$ cat config.mk
export PLATFORM = sky130hd
export DESIGN_NAME = valve_scheduler
export DESIGN_NICKNAME = d
export VERILOG_FILES = /design/src/rtl/valve_scheduler.sv
export SDC_FILE = /design/constraint.sdc
export NUM_CORES = 1
export LEC_CHECK = 0
export ABC_AREA = 1
export CAP_MARGIN = 0
export CORE_MARGIN = 2
export CORE_UTILIZATION = 46
export CTS_CLUSTER_SIZE = 24
export DETAILED_ROUTE_END_ITERATION = 8
export GPL_TIMING_DRIVEN = 1
export HOLD_SLACK_MARGIN = 0.15
export PLACE_DENSITY = 0.78
export SYNTH_ARGS = -nofsm -noshare
export SYNTH_HDL_FRONTEND = slang
export SYNTH_SLANG_ARGS = --single-unit
$ cat constraint.sdc
create_clock -name clk_i -period 2.47 [get_ports clk_i]
set_input_delay 0.741 -clock clk_i [delete_from_list [all_inputs] [get_ports clk_i]]
set_output_delay 0.741 -clock clk_i [all_outputs]
set_load 0.02 [all_outputs]
$ cat src/rtl/valve_scheduler.sv
// valve_scheduler: serialises reward-valve deliveries for four maze valves.
// Requests are latched into a pending mask and arbitrated round-robin. Each
// delivery plays out as N pulses of a programmed length, with a fixed closed
// gap after every pulse. At most one valve is open at any time.
//
// Optional feature (macro VALVE_SCHED_STATS_EN): adds deliv_count_o, a
// per-valve saturating count of completed pulses.
//
// Ports:
//   clk_i          system clock (1 MHz)
//   rst_ni         asynchronous active-low reset
//   req_i          per-valve request; each high cycle is one request
//   abort_i        cancel the current delivery and every pending request
//   pulse_len_i    per-valve open time in cycles; valve i at [i*LEN_W +: LEN_W]
//   repeat_cnt_i   per-valve pulse count, 0 treated as 1; valve i at [i*REP_W +: REP_W]
//   valve_o        registered valve drive, at most one bit set
//   busy_o         high while a delivery is in progress (OPEN or GAP)
//   pending_o      latched requests that have not been granted yet
//   active_idx_o   valve currently or most recently served
//   deliv_count_o  (stats build only) 16-bit completed-pulse count per valve
module valve_scheduler #(
  parameter int unsigned LEN_W      = 16,
  parameter int unsigned REP_W      = 4,
  parameter int unsigned GAP_CYCLES = 1000
) (
  input  logic               clk_i,
  input  logic               rst_ni,
  input  logic [3:0]         req_i,
  input  logic               abort_i,
  input  logic [4*LEN_W-1:0] pulse_len_i,
  input  logic [4*REP_W-1:0] repeat_cnt_i,
  output logic [3:0]         valve_o,
  output logic               busy_o,
  output logic [3:0]         pending_o,
  output logic [1:0]         active_idx_o
`ifdef VALVE_SCHED_STATS_EN
  ,
  output logic [4*16-1:0]    deliv_count_o
`endif
);

  // One down-counter serves both phases, so it must hold the larger of the
  // maximum pulse length and the gap length.
  localparam int unsigned GapW = $clog2(GAP_CYCLES + 1);
  localparam int unsigned CntW = (LEN_W > GapW) ? LEN_W : GapW;
  localparam logic [CntW-1:0] GapLoad = CntW'(GAP_CYCLES);

  typedef enum logic [1:0] {StIdle, StOpen, StGap} state_e;

  state_e            state_q, state_d;
  logic [CntW-1:0]   cnt_q, cnt_d;
  logic [LEN_W-1:0]  len_q, len_d;
  logic [REP_W-1:0]  reps_q, reps_d;
  logic [1:0]        idx_q, idx_d;
  logic [1:0]        ptr_q, ptr_d;
  logic [3:0]        pending_q, pending_d;
  logic [3:0]        valve_q, valve_d;

  logic              grant_vld;
  logic [1:0]        grant_idx;
  logic [1:0]        cand;
  logic [3:0]        pending_clr;
  logic [LEN_W-1:0]  len_sel;
  logic [REP_W-1:0]  rep_sel;

  // Round-robin search starting just after the last granted valve.
  always_comb begin
    grant_vld = 1'b0;
    grant_idx = ptr_q;
    cand      = ptr_q;
    for (int unsigned k = 1; k <= 4; k++) begin
      cand = ptr_q + 2'(k);
      if (!grant_vld && pending_q[cand]) begin
        grant_vld = 1'b1;
        grant_idx = cand;
      end
    end
  end

  assign len_sel = pulse_len_i[grant_idx*LEN_W +: LEN_W];
  assign rep_sel = repeat_cnt_i[grant_idx*REP_W +: REP_W];

  always_comb begin
    state_d     = state_q;
    cnt_d       = cnt_q;
    len_d       = len_q;
    reps_d      = reps_q;
    idx_d       = idx_q;
    ptr_d       = ptr_q;
    pending_clr = '0;

    unique case (state_q)
      StIdle: begin
        if (grant_vld) begin
          pending_clr[grant_idx] = 1'b1;
          idx_d = grant_idx;
          ptr_d = grant_idx;
          len_d = len_sel;
          // A zero-length request is consumed here without opening anything.
          if (len_sel != '0) begin
            state_d = StOpen;
            cnt_d   = CntW'(len_sel);
            reps_d  = (rep_sel == '0) ? REP_W'(1) : rep_sel;
          end
        end
      end
      StOpen: begin
        if (cnt_q == CntW'(1)) begin
          state_d = StGap;
          cnt_d   = GapLoad;
          reps_d  = reps_q - REP_W'(1);
        end else begin
          cnt_d = cnt_q - CntW'(1);
        end
      end
      StGap: begin
        if (cnt_q == CntW'(1)) begin
          if (reps_q != '0) begin
            state_d = StOpen;
            cnt_d   = CntW'(len_q);
          end else begin
            state_d = StIdle;
          end
        end else begin
          cnt_d = cnt_q - CntW'(1);
        end
      end
      default: state_d = StIdle;
    endcase

    // A new request beats a same-cycle grant clear of the same bit.
    pending_d = (pending_q & ~pending_clr) | req_i;

    if (abort_i) begin
      state_d   = StIdle;
      cnt_d     = '0;
      reps_d    = '0;
      pending_d = '0;
      idx_d     = idx_q;
      ptr_d     = ptr_q;
    end

    valve_d = (state_d == StOpen) ? (4'b0001 << idx_d) : 4'b0000;
  end

  always_ff @(posedge clk_i or negedge rst_ni) begin
    if (!rst_ni) begin
      state_q   <= StIdle;
      cnt_q     <= '0;
      len_q     <= '0;
      reps_q    <= '0;
      idx_q     <= 2'd0;
      ptr_q     <= 2'd3;
      pending_q <= '0;
      valve_q   <= '0;
    end else begin
      state_q   <= state_d;
      cnt_q     <= cnt_d;
      len_q     <= len_d;
      reps_q    <= reps_d;
      idx_q     <= idx_d;
      ptr_q     <= ptr_d;
      pending_q <= pending_d;
      valve_q   <= valve_d;
    end
  end

  assign valve_o      = valve_q;
  assign busy_o       = (state_q != StIdle);
  assign pending_o    = pending_q;
  assign active_idx_o = idx_q;

`ifdef VALVE_SCHED_STATS_EN
  logic [3:0][15:0] deliv_q;
  logic             pulse_done;

  // Abort forces state_d to idle, so an interrupted pulse never counts.
  assign pulse_done = (state_q == StOpen) && (state_d == StGap);

  always_ff @(posedge clk_i or negedge rst_ni) begin
    if (!rst_ni) begin
      deliv_q <= '0;
    end else if (pulse_done && (deliv_q[idx_q] != 16'hFFFF)) begin
      deliv_q[idx_q] <= deliv_q[idx_q] + 16'd1;
    end
  end

  assign deliv_count_o = deliv_q;
`endif

endmodule

==> metrics.md, run 1 <==
| Metric | Value |
|---|---|
| Status | `finished with violations` |
| Violated checks | `negative setup slack` |
| Post-layout min period | `2.99 ns` |
| Final Cycle Share | `1.21` |
| CTS sink count | `50` |
| Critical path capture point type | `flip-flop` |
| Max_slew headroom | `0.599` |
| DR pass1 iterations | `5` |
| Fin Clk Skew | `0.00550 ns` |
| Fmax | `334 MHz` |
| CTS tree | `yes` |
| GPL Wtd Cong | `0.952` |
| Antenna diode count | `0` |
| Final hold vios | `0` |
| Syn nets | `738` |
| Wire length of the first global-routing pass | `around 22000 um` |
| Port buffer count | `97` |
| Post-synthesis cell type count | `40` |
| Syn Inst Count | `about 640` |
| DR vias/cell | `5.59` |
| Rows | `34` |
| DR vias | `5175` |
| Setup crit start kind | `flip-flop` |
| Global-route track usage on met1 | `0.359` |
| Post-synthesis cell area | `4120 sq um` |
| Final setup margin | `-0.524 ns` |
| Worst-Skew Late Latency | `approximately 0.31 ns` |
| Layout area overhead | `57.5%` |
| Busiest grt layer | `met2` |
| Crit-path max FO | `8` |
| Placement Setup Slack | `-0.530 ns` |
| DRT iter0 DRCs | `331` |
| Top post-synthesis cells by area | `dfrtp_1 29%, nand2_1 21%, nand3_1 6.6%` |
| Critical path class | `reg2reg` |
| Synth Area per Inst | `6.41 sq um` |
| GR Util met3 | `0.0255` |
| Sequential-to-total area share from yosys stat | `0.304` |
| Htree depth | `2` |
| Inserted Clock Buffers | `5` |
| Initial antenna violation count | `0` |
| Die height | `approximately 99 um` |
| Met2 Use GR | `0.458` |
| HP Class | `in2async` |
| Post-DP HPWL | `9850 um` |
| Count of pins over their slew limit | `0` |
| Seq cells post-synth | `50` |
| Remaining DRCs | `0` |
| Commonest non-fill, non-tap cell in the layout | `nand2_1` |
| Vias in the first global route | `~4700` |
| WL final | `14700 um` |
| Top cell type's share of synthesized area | `0.291` |
| CTS clock-pin slew for the worst setup and hold paths | `0.09 ns` |
| Yosys warnings | `0` |
| Gr ovfl total | `0` |
| Final setup fails | `26` |
| Initial Util | `0.473` |
| WP data required | `between 2 and 3 ns` |
| Post-route insts no fill | `925` |
| Nets@finish | `911` |
| Die footprint | `about 9700 sq um` |
| Share of post-route cells with drive strength above 1 | `0.285` |
| Post-cts hold buffer count | `0` |
| CTS Root Cell | `clkbuf_8` |
| Horiz. Die Dim | `98.7 um` |
| Clk buf depth | `2` |
| RSZ-0062 raised after global routing | `yes` |
| Largest net degree at the start of global routing | `29` |
| Most frequent cells in the layout | `178 x nand2_1, 95 x clkdlybuf4s50_1, 79 x buf_4` |
| IO Count | `98` |
| CP Data Arrival Time | `3.23 ns` |
| Core area | `8720 sq um` |
| Area leader, netlist | `dfrtp_1` |
| Max Cap Viol | `0` |
| Routed Antenna Nets | `0` |
| DP Cell Count | `883` |
| Routed len/inst | `around 16 um` |
| Worst Max-Slew Pin Slew | `0.601 ns` |
| GRT Util Overall | `0.270` |
[final timing paths]
check                                startpoint               endpoint  slack, ns  cells after the start
setup / recovery           ptr_q[0]$_DFFE_PN1P_   cnt_q[9]$_DFFE_PN0P_      -0.52                     24
hold reg to reg            len_q[1]$_DFFE_PN0P_   len_q[1]$_DFFE_PN0P_       0.51                      2
setup reg to reg           ptr_q[0]$_DFFE_PN1P_   cnt_q[9]$_DFFE_PN0P_      -0.52                     24
max in group asynchronous                rst_ni   ptr_q[0]$_DFFE_PN1P_       1.42                      2
hold / removal                           rst_ni  len_q[10]$_DFFE_PN0P_       0.43                      1
min in group clk_i         len_q[1]$_DFFE_PN0P_   len_q[1]$_DFFE_PN0P_       0.51                      2
[cell families after synthesis]
group	synth area share
AND/OR/NAND/NOR	0.402
buffers and inverters	0.103
AO/OA/AOI/OAI	0.147
flip-flops	0.304
XOR/XNOR	0.0191
adder cells (fa/ha/maj)	0.0243
[layout make-up]
| type | instances | area [sq um] |
|---|---|---|
| multi-input combinational | 496 | 2810 |
| fill | 576 | 2230 |
| timing repair buffer | 195 | 1920 |
| sequential | 50 | 1250 |
| inverter | 68 | 265 |
| tap | 108 | 135 |
| clock buffer | 6 | 72.6 |
| clock inverter | 2 | 37.5 |
[per-layer routing]
metal  routed length [um]  vias up  share of wire
met5                    0        -              0
met1                 5980     2407           0.41
li1                     -     2409              -
met2                 7150      298           0.49
met3                 1070       61          0.072
met4                  543        0          0.037
[through the flow]
| step | cell area [sq um] | hold WS, ns | setup TNS, ns | utilization |
|---|---|---|---|---|
| detailed placement | 5620 | 0.482 | -11.81 | 0.644 |
| global route | 6490 | 0.477 | -16.93 | 0.744 |
| floorplan | 4170 | 0.445 | -0.502 | - |
| finish | 6490 | 0.427 | -12.01 | 0.744 |
| global placement | 5620 | 0.470 | -7.80 | 0.644 |
| CTS | 6050 | 0.445 | -7.20 | 0.693 |
[flip-flops by register name (all words and copies together) (netlist names)]
| name | count |
|---|---|
| reps_q | 4 |
| valve_o | 4 |
| cnt_q | 16 |
| ptr_q | 2 |
| state_q | 2 |
| active_idx_o | 2 |
| len_q | 16 |
| pending_o | 4 |
[what timing repair did]
item,in CTS,in global routing
hold endpoints to repair,0,0
buffers inserted,20,8
resized for setup,39,78
gates cloned,2,5
endpoints found under the setup margin,26,43
pin swaps,12,31
[worst max-delay path: stages (launching register included)]
cell       delay [ns]
dfstp_2          0.62
clkinv_4         0.12
nand2_2          0.10
nand2_4          0.08
nand2_4          0.09
nand2_4          0.08
inv_4            0.09
nand2_2          0.05
nand2_2          0.10
nand2_4          0.12
buf_16           0.17
nand2_2          0.05
nand2_1          0.08
nand2_2          0.09
nand2_2          0.07
nor2_2           0.11
nand2_1          0.08
nor2_2           0.13
nand2_1          0.07
nand2_2          0.10
nand3_4          0.12
nand2_8          0.13
clkbuf_16        0.16
nand2_2          0.05
o21ai_2          0.06
[synthesized netlist by cell type]
master    instances
or2_2             2
buf_4             5
a22o_1            1
o21ai_0          19
xnor2_1           4
ha_1              8
o211ai_1          7
or2_0             1
a21oi_1          17
buf_2             9
nand2_2          22
nor2_1           56
nand4_1           4
nand3b_1          9
a22oi_1           1
nor3_1            3
a31oi_1          14
dfstp_2           2
o21ai_1           4
o21ai_2          14
buf_6             4
nand3_2           1
clkbuf_1         11
clkinv_1          1
inv_2             4
inv_1            63
a32o_1            2
nand2_1         229
xor2_1            5
nand3_1          54
dfrtp_1          48
a32oi_1           1
nor2_2            1
o21bai_1          1
a21boi_0          1
or4_1             1
o22ai_1           5
o311ai_0          6
nand2_4           2
nor3b_1           1
Power of run 1 is left out: the tool's default activity adds up to more than one toggle a clock period on the data nets, which glitch-free logic cannot reach.
==> inputs of run 2 (changes only) <==
Settings changed: SETUP_SLACK_MARGIN set to 0.3.
==> run 2 against run 1 <==
  * The flow still finishes with violations (negative setup slack)
  * Final cell count up 0.97%
  * Sequential share of layout area down 1.1 points
  * Clock skew up 0.014 ns
  * Die area stayed put
  * First-iteration DRC count grew 120%
  * Utilization up 4.6 points
  * Wire length rose by 27%
  * Register-to-register slack got worse by 0.19 ns
  * Setup slack lost 0.19 ns
  * Critical endpoint is now valve_o[2]$_DFF_PN0_
==> metrics.md, run 2 (synthesized netlist as in run 1, its figures left out) <==
| Metric | Value |
|---|---|
| Layout area overhead | `67.4%` |
| DR vias/cell | `6.13 (+9.5%)` |
| Max_slew headroom | `0.601 (+0.00141)` |
| DRT iter0 DRCs | `738 (+120%)` |
| DR vias | `5723 (+11%)` |
| Commonest non-fill, non-tap cell in the layout | `nand2_1` |
| Setup tns final | `-17.01 ns (-5.01 ns)` |
| Htree depth | `2 (unchanged)` |
| CTS sink count | `50 (unchanged)` |
| Inserted Clock Buffers | `5 (unchanged)` |
| Horiz. Die Dim | `98.7 um (unchanged)` |
| FF-to-FF End | `valve_o[2]$_DFF_PN0_` |
| Die height | `98.7 um (unchanged)` |
| Origin of the worst setup path | `ptr_q[0]$_DFFE_PN1P_` |
| Fmax | `314 MHz (-6.1%)` |
| Fin Clk Skew | `0.0191 ns (+0.0136 ns)` |
| Largest net degree at the start of global routing | `27 (-6.9%)` |
| Top Registers | `cnt_q (16), len_q (16)` |
| Slowest-stage cell, CP | `dfstp_2` |
| Remaining DRCs | `0 (unchanged)` |
| Final Cycle Share | `1.29 (+0.0785)` |
| CP Cell Sequence | `buf_6 -> nand2_2 -> nand2_4 -> nand2_2 -> nand2_4 -> nand3_2 -> nand3_2 -> nand2_4 -> buf_12 -> buf_16 -> nand3_2 -> nand2_2 -> nor2_1 -> nand2_1 -> nor2_1 -> nand2_1 -> nand2_2 -> buf_6 -> nand2_2 -> nand2_2 -> nand2_2 -> nand3_4 -> nor2_2` |
| Post-DP HPWL | `9740 um (-1.1%)` |
| Rows | `34 (unchanged)` |
| Initial antenna violation count | `0 (unchanged)` |
| Initial Util | `0.473 (unchanged)` |
| Worst Path Buf+Inv | `4 (unchanged)` |
| RR Startpoint | `ptr_q[0]$_DFFE_PN1P_` |
| Gr ovfl total | `0 (unchanged)` |
| Most frequent cells in the layout | `155 x nand2_1, 91 x clkdlybuf4s50_1, 80 x buf_4` |
| Critical path class | `reg2reg` |
| CP Data Arrival Time | `3.41 ns (+0.18 ns)` |
| Critical path capture point type | `flip-flop` |
| Port buffer count | `97 (unchanged)` |
| FF-to-FF setup slack | `-0.72 ns (-0.19 ns)` |
| Crit-path max FO | `8 (unchanged)` |
| Wire length of the first global-routing pass | `22300 um (+2.6%)` |
| HP Class | `in2async` |
| CTS clock-pin slew for the worst setup and hold paths | `0.12 ns (+0.03 ns)` |
| Post-layout min period | `3.19 ns (+0.194 ns)` |
| RSZ-0062 raised after global routing | `yes` |
| Count of pins over their slew limit | `0 (unchanged)` |
| Routed Antenna Nets | `0 (unchanged)` |
| Die footprint | `9730 sq um (unchanged)` |
| Share of post-route cells with drive strength above 1 | `0.344 (+0.0586)` |
| Violated checks | `negative setup slack` |
| Final core occ | `0.791 (+0.0465)` |
| Core area | `8720 sq um (unchanged)` |
| Routed len/inst | `20.0 um (+25%)` |
| DR pass1 iterations | `5 (unchanged)` |
| Final setup margin | `-0.718 ns (-0.194 ns)` |
| Antenna diode count | `0 (unchanged)` |
| Final hold vios | `0 (unchanged)` |
| Status | `finished with violations` |
| CP delay by family, top | `simple AND/OR/NAND/NOR gates` |
| IO Count | `98 (unchanged)` |
| WP data required | `2.69 ns (-0.02 ns)` |
| Worst Max-Slew Pin Slew | `0.599 ns (-0.00212 ns)` |
| Worst-Skew Late Latency | `0.33 ns (+0.02 ns)` |
| Setup crit end | `valve_o[2]$_DFF_PN0_` |
| # fillers | `444 (-23%)` |
| CTS tree | `yes` |
| Setup crit start kind | `flip-flop` |
| Clk buf depth | `2 (unchanged)` |
| CTS Root Cell | `clkbuf_8` |
| GRT Util Overall | `0.278 (+0.00744)` |
| Largest stage delay on the critical path | `0.60 ns (-0.02 ns)` |
| WL final | `18700 um (+27%)` |
| Nets@finish | `920 (+0.99%)` |
| Max Cap Viol | `0 (unchanged)` |
| Vias in the first global route | `4795 (+1.8%)` |
| R2r worst-path depth | `23 (-4.2%)` |
| GPL Wtd Cong | `0.883 (-7.2%)` |
| CP dominant cell by count | `nand2_2` |
| CP Depth | `23 (-4.2%)` |
| Final setup fails | `27 (+3.8%)` |
[run 2: changes by cell type in the layout (fill, tap and decap cells not counted), sizes merged]
| cell | previous run | this run |
|---|---|---|
| dlygate4sd2 | 0 | 4 |
| clkbuf | 10 | 11 |
| buf | 95 | 104 |
| clkdlybuf4s50 | 95 | 91 |
| dlymetal6s2s | 1 | 0 |
[run 2: worst register-to-register path, delay by kind of cell (launching register included)]
kind | cells | cell delay [ns]
DFF | 1 | 0.60
and+or+nand+nor | 19 | 1.93
buffers and inverters | 4 | 0.55
[run 2: how the worst min path moves through the flow]
stage,startpoint,slack [ns],depth (start not counted),to
2_1_floorplan,rst_ni,0.45,0,active_idx_o[0]$_DFF_PN0_
3_3_place_gp,len_q[2]$_DFFE_PN0P_,0.47,2,len_q[2]$_DFFE_PN0P_
3_5_place_dp,len_q[1]$_DFFE_PN0P_,0.48,2,len_q[1]$_DFFE_PN0P_
4_1_cts,rst_ni,0.44,1,len_q[14]$_DFFE_PN0P_
5_1_grt,rst_ni,0.45,1,len_q[13]$_DFFE_PN0P_
6_report,rst_ni,0.40,1,len_q[13]$_DFFE_PN0P_
[run 2: what timing repair did]
action                     4_1_cts  5_1_grt
pin swaps                        5       38
setup endpoints to repair       52       51
gates cloned                     2        4
buffers inserted                18       17
hold buffers                     0        0
resized for setup               60      141
[run 2: layout make-up]
cell class / count / area (sq um) / share of cell area
inverters: 68 / 280 / 0.0406
clock inverters: 2 / 37.5 / 0.00544
repair buffers: 204 / 2030 / 0.294
multi-input cells: 496 / 3090 / 0.448
well taps: 108 / 135 / 0.0196
clock buffers: 6 / 72.6 / 0.0105
flip-flops and latches: 50 / 1250 / 0.182
[run 2: per-stage QoR]
stage               instances  worst slack, ns  hold WS, ns  instance area (sq um)
global route              934           -0.794        0.449                   6900
floorplan                 643          -0.0347        0.445                   4180
finish                    934           -0.718        0.401                   6900
CTS                       913           -0.340        0.442                   6150
global placement          885           -0.294        0.467                   5640
detailed placement        885           -0.444        0.476                   5640
[run 2: layer usage]
metal  share of wire  wire length (um)  GRT usage  vias up
met4           0.068              1270      0.105        0
met3            0.11              2030     0.0319      142
met1            0.36              6720      0.370     2625
li1                -                 -          -     2446
met2            0.46              8650      0.465      510
met5               0                 0          0        -
Power of run 2 is left out for the same reason.
==> inputs of run 3 (changes only) <==
Settings changed: PLACE_DENSITY 0.78 to 0.75.
==> run 3 against run 2 <==
  * The run still ends with negative setup slack left
  * Sequential cell count is the same
  * Sequential share of layout area rose by 1.6 points
  * Final cell count fell by 2.8%
  * Non-clock buffer count down 27
  * Via count down 15%
  * Critical endpoint is now cnt_q[13]$_DFFE_PN0P_
  * Global-route usage is 2.4 points lower
  * Utilization fell by 6.3 points
==> metrics.md, run 3 (synthesized netlist as in run 1, its figures left out) <==
| Metric | Value |
|---|---|
| CP delay by family, top | `simple AND/OR/NAND/NOR gates` |
| Count of pins over their slew limit | `0 (unchanged)` |
| Final core occ | `0.728 (-0.0630)` |
| Worst-Skew Late Latency | `0.31 ns (-0.02 ns)` |
| Post-DP HPWL | `9610 um (-1.4%)` |
| Critical path class | `reg2reg` |
| CTS Root Cell | `clkbuf_8` |
| Clock group share of total power | `0.050` |
| Commonest non-fill, non-tap cell in the layout | `nand2_1` |
| Routed len/inst | `15.1 um (-24%)` |
| Max_slew headroom | `0.658 (+0.0574)` |
| Crit-path max FO | `8 (unchanged)` |
| Slowest-stage cell, CP | `dfstp_2` |
| Final setup margin | `-0.558 ns (+0.160 ns)` |
| WP data required | `2.67 ns (-0.02 ns)` |
| Origin of the worst setup path | `ptr_q[0]$_DFFE_PN1P_` |
| CTS sink count | `50 (unchanged)` |
| CP Depth | `22 (-4.3%)` |
| Inserted Clock Buffers | `5 (unchanged)` |
| Internal power | `~0.0058 W` |
| FF-to-FF End | `cnt_q[13]$_DFFE_PN0P_` |
| Post-cts hold buffer count | `0 (unchanged)` |
| Initial antenna violation count | `0 (unchanged)` |
| IO Count | `98 (unchanged)` |
| HP Class | `in2async` |
| Remaining DRCs | `0 (unchanged)` |
| WL final | `13700 um (-26%)` |
| Max Cap Viol | `0 (unchanged)` |
| Nets@finish | `894 (-2.8%)` |
| CTS tree | `yes` |
| Fin Clk Skew | `0.00337 ns (-0.0157 ns)` |
| Share of post-route cells with drive strength above 1 | `0.269 (-0.0751)` |
| FF-to-FF setup slack | `-0.56 ns (+0.16 ns)` |
| Post-layout min period | `3.03 ns (-0.160 ns)` |
| Fmax | `330 MHz (+5.3%)` |
| Final Cycle Share | `1.23 (-0.0648)` |
| Worst Max-Slew Pin Slew | `0.513 ns (-0.0861 ns)` |
| Sequential power share | `0.129` |
| RSZ-0062 raised after global routing | `yes` |
| DR pass1 iterations | `5 (unchanged)` |
| Largest net degree at the start of global routing | `29 (+7.4%)` |
| Worst Path Buf+Inv | `3 (-1)` |
| Wire length of the first global-routing pass | `20700 um (-6.9%)` |
| Setup crit end | `cnt_q[13]$_DFFE_PN0P_` |
| RR Startpoint | `ptr_q[0]$_DFFE_PN1P_` |
| GRT Util Overall | `0.254 (-0.0236)` |
| Psw | `0.00579 W` |
| R2r worst-path depth | `22 (-4.3%)` |
| Layout area overhead | `54.0%` |
| Gr ovfl total | `0 (unchanged)` |
| Htree depth | `2 (unchanged)` |
| Vias in the first global route | `4380 (-8.7%)` |
| Port buffer count | `97 (unchanged)` |
| Final hold vios | `0 (unchanged)` |
| GPL Wtd Cong | `0.961 (+8.8%)` |
| Die height | `98.7 um (unchanged)` |
| CP dominant cell by count | `nand2_2` |
| Critical path capture point type | `flip-flop` |
| DP Cell Count | `877 (-0.90%)` |
| Pwr per Cell Area | `1820 nW/um^2` |
| CTS clock-pin slew for the worst setup and hold paths | `0.09 ns (-0.03 ns)` |
| Maximum VDD drop | `0.00104 V` |
| Top Registers | `cnt_q (16), len_q (16)` |
| Core area | `8720 sq um (unchanged)` |
| Final setup fails | `30 (+11%)` |
| Initial Util | `0.473 (unchanged)` |
| Violated checks | `negative setup slack` |
| Switch share | `0.501` |
| Post-route insts no fill | `908 (-2.8%)` |
| Most frequent cells in the layout | `182 x nand2_1, 91 x clkdlybuf4s50_1, 62 x inv_1` |
| Die footprint | `9730 sq um (unchanged)` |
| Antenna diode count | `0 (unchanged)` |
| Setup crit start kind | `flip-flop` |
| Routed Antenna Nets | `0 (unchanged)` |
| Status | `finished with violations` |
| Largest stage delay on the critical path | `0.66 ns (+0.06 ns)` |
| CP Cell Sequence | `buf_12 -> nand2_1 -> nand2_4 -> nand2_2 -> nand2_2 -> nand2_2 -> nand2_2 -> nand2_4 -> nand2_8 -> buf_12 -> nand2_1 -> nand3_1 -> nand2_2 -> nor2_2 -> nand2_1 -> nor2_1 -> nand2_1 -> nand2_2 -> nand3_4 -> nand2_8 -> clkbuf_16 -> o21ai_2` |
| Leakage power | `between 3 and 4 nW` |
| DR vias | `4870 (-15%)` |
| Rows | `34 (unchanged)` |
| DR vias/cell | `5.36 (-12%)` |
| DRT iter0 DRCs | `318 (-57%)` |
| Clk buf depth | `2 (unchanged)` |
| CP Data Arrival Time | `3.23 ns (-0.18 ns)` |
| Horiz. Die Dim | `98.7 um (unchanged)` |
| Comb pwr share | `0.820` |
==> run 3: cell count changes in the layout (fill, tap and decap cells not counted), moves of 5 or more <==
cell	change
nand2_1	+27
buf_4	-22
nand2_2	-14
nand2_4	-12
nand3_4	-10
nand3_1	+6
nor2_1	+5
==> run 3: final cells by class <==
cell class,count,area (sq um)
clock buffers,6,72.6
flip-flops and latches,50,1250
repair buffers,177,1800
well taps,108,135
fillers,623,2370
clock inverters,2,37.5
multi-input cells,496,2780
repair inverters,1,5.00
inverters,68,270
==> run 3: worst min-delay path by stage <==
stage	from	to	slack, ns
finish	rst_ni	len_q[12]$_DFFE_PN0P_	0.39
global route	rst_ni	len_q[12]$_DFFE_PN0P_	0.42
floorplan	rst_ni	active_idx_o[0]$_DFF_PN0_	0.45
CTS	rst_ni	len_q[12]$_DFFE_PN0P_	0.41
detailed placement	len_q[1]$_DFFE_PN0P_	len_q[1]$_DFFE_PN0P_	0.48
global placement	reps_q[0]$_DFFE_PN0P_	reps_q[0]$_DFFE_PN0P_	0.47
==> run 3: through the flow <==
step | total power, W | hold slack, ns | setup WS [ns] | setup TNS [ns] | area, sq um
3_3_place_gp | 0.00849 | 0.475 | -0.321 | -6.46 | 5580
4_1_cts | 0.00995 | 0.411 | -0.310 | -7.38 | 5870
6_report | 0.0116 | 0.394 | -0.558 | -13.68 | 6350
3_5_place_dp | 0.00864 | 0.478 | -0.368 | -8.27 | 5580
2_1_floorplan | 0.00615 | 0.445 | -0.0347 | -0.492 | 4180
5_1_grt | 0.0124 | 0.423 | -0.753 | -19.28 | 6350
==> run 3: repair_timing <==
item                                    CTS  global route
endpoints found under the setup margin   49            52
resized for setup                        40            77
pin swaps                                 1            15
buffers inserted                          3            12
cloned                                    2             6
==> run 3: routing by layer <==
metal / global-route usage / part of all wire / up-vias
li1: - / - / 2386
met3: 0.0177 / 0.057 / 31
met5: 0 / 0 / -
met4: 0.0516 / 0.020 / 0
met1: 0.363 / 0.43 / 2261
met2: 0.428 / 0.49 / 192
==> run 3: power by group through the flow <==
stage               logic (W)  registers, W  clock network [W]
floorplan             0.00470       0.00146                  0
global placement      0.00703       0.00146                  0
detailed placement    0.00717       0.00148                  0
CTS                   0.00789       0.00147           0.000586
global route           0.0103       0.00153           0.000627
finish                0.00948       0.00149           0.000583
Power figures use the tool's default switching activity.
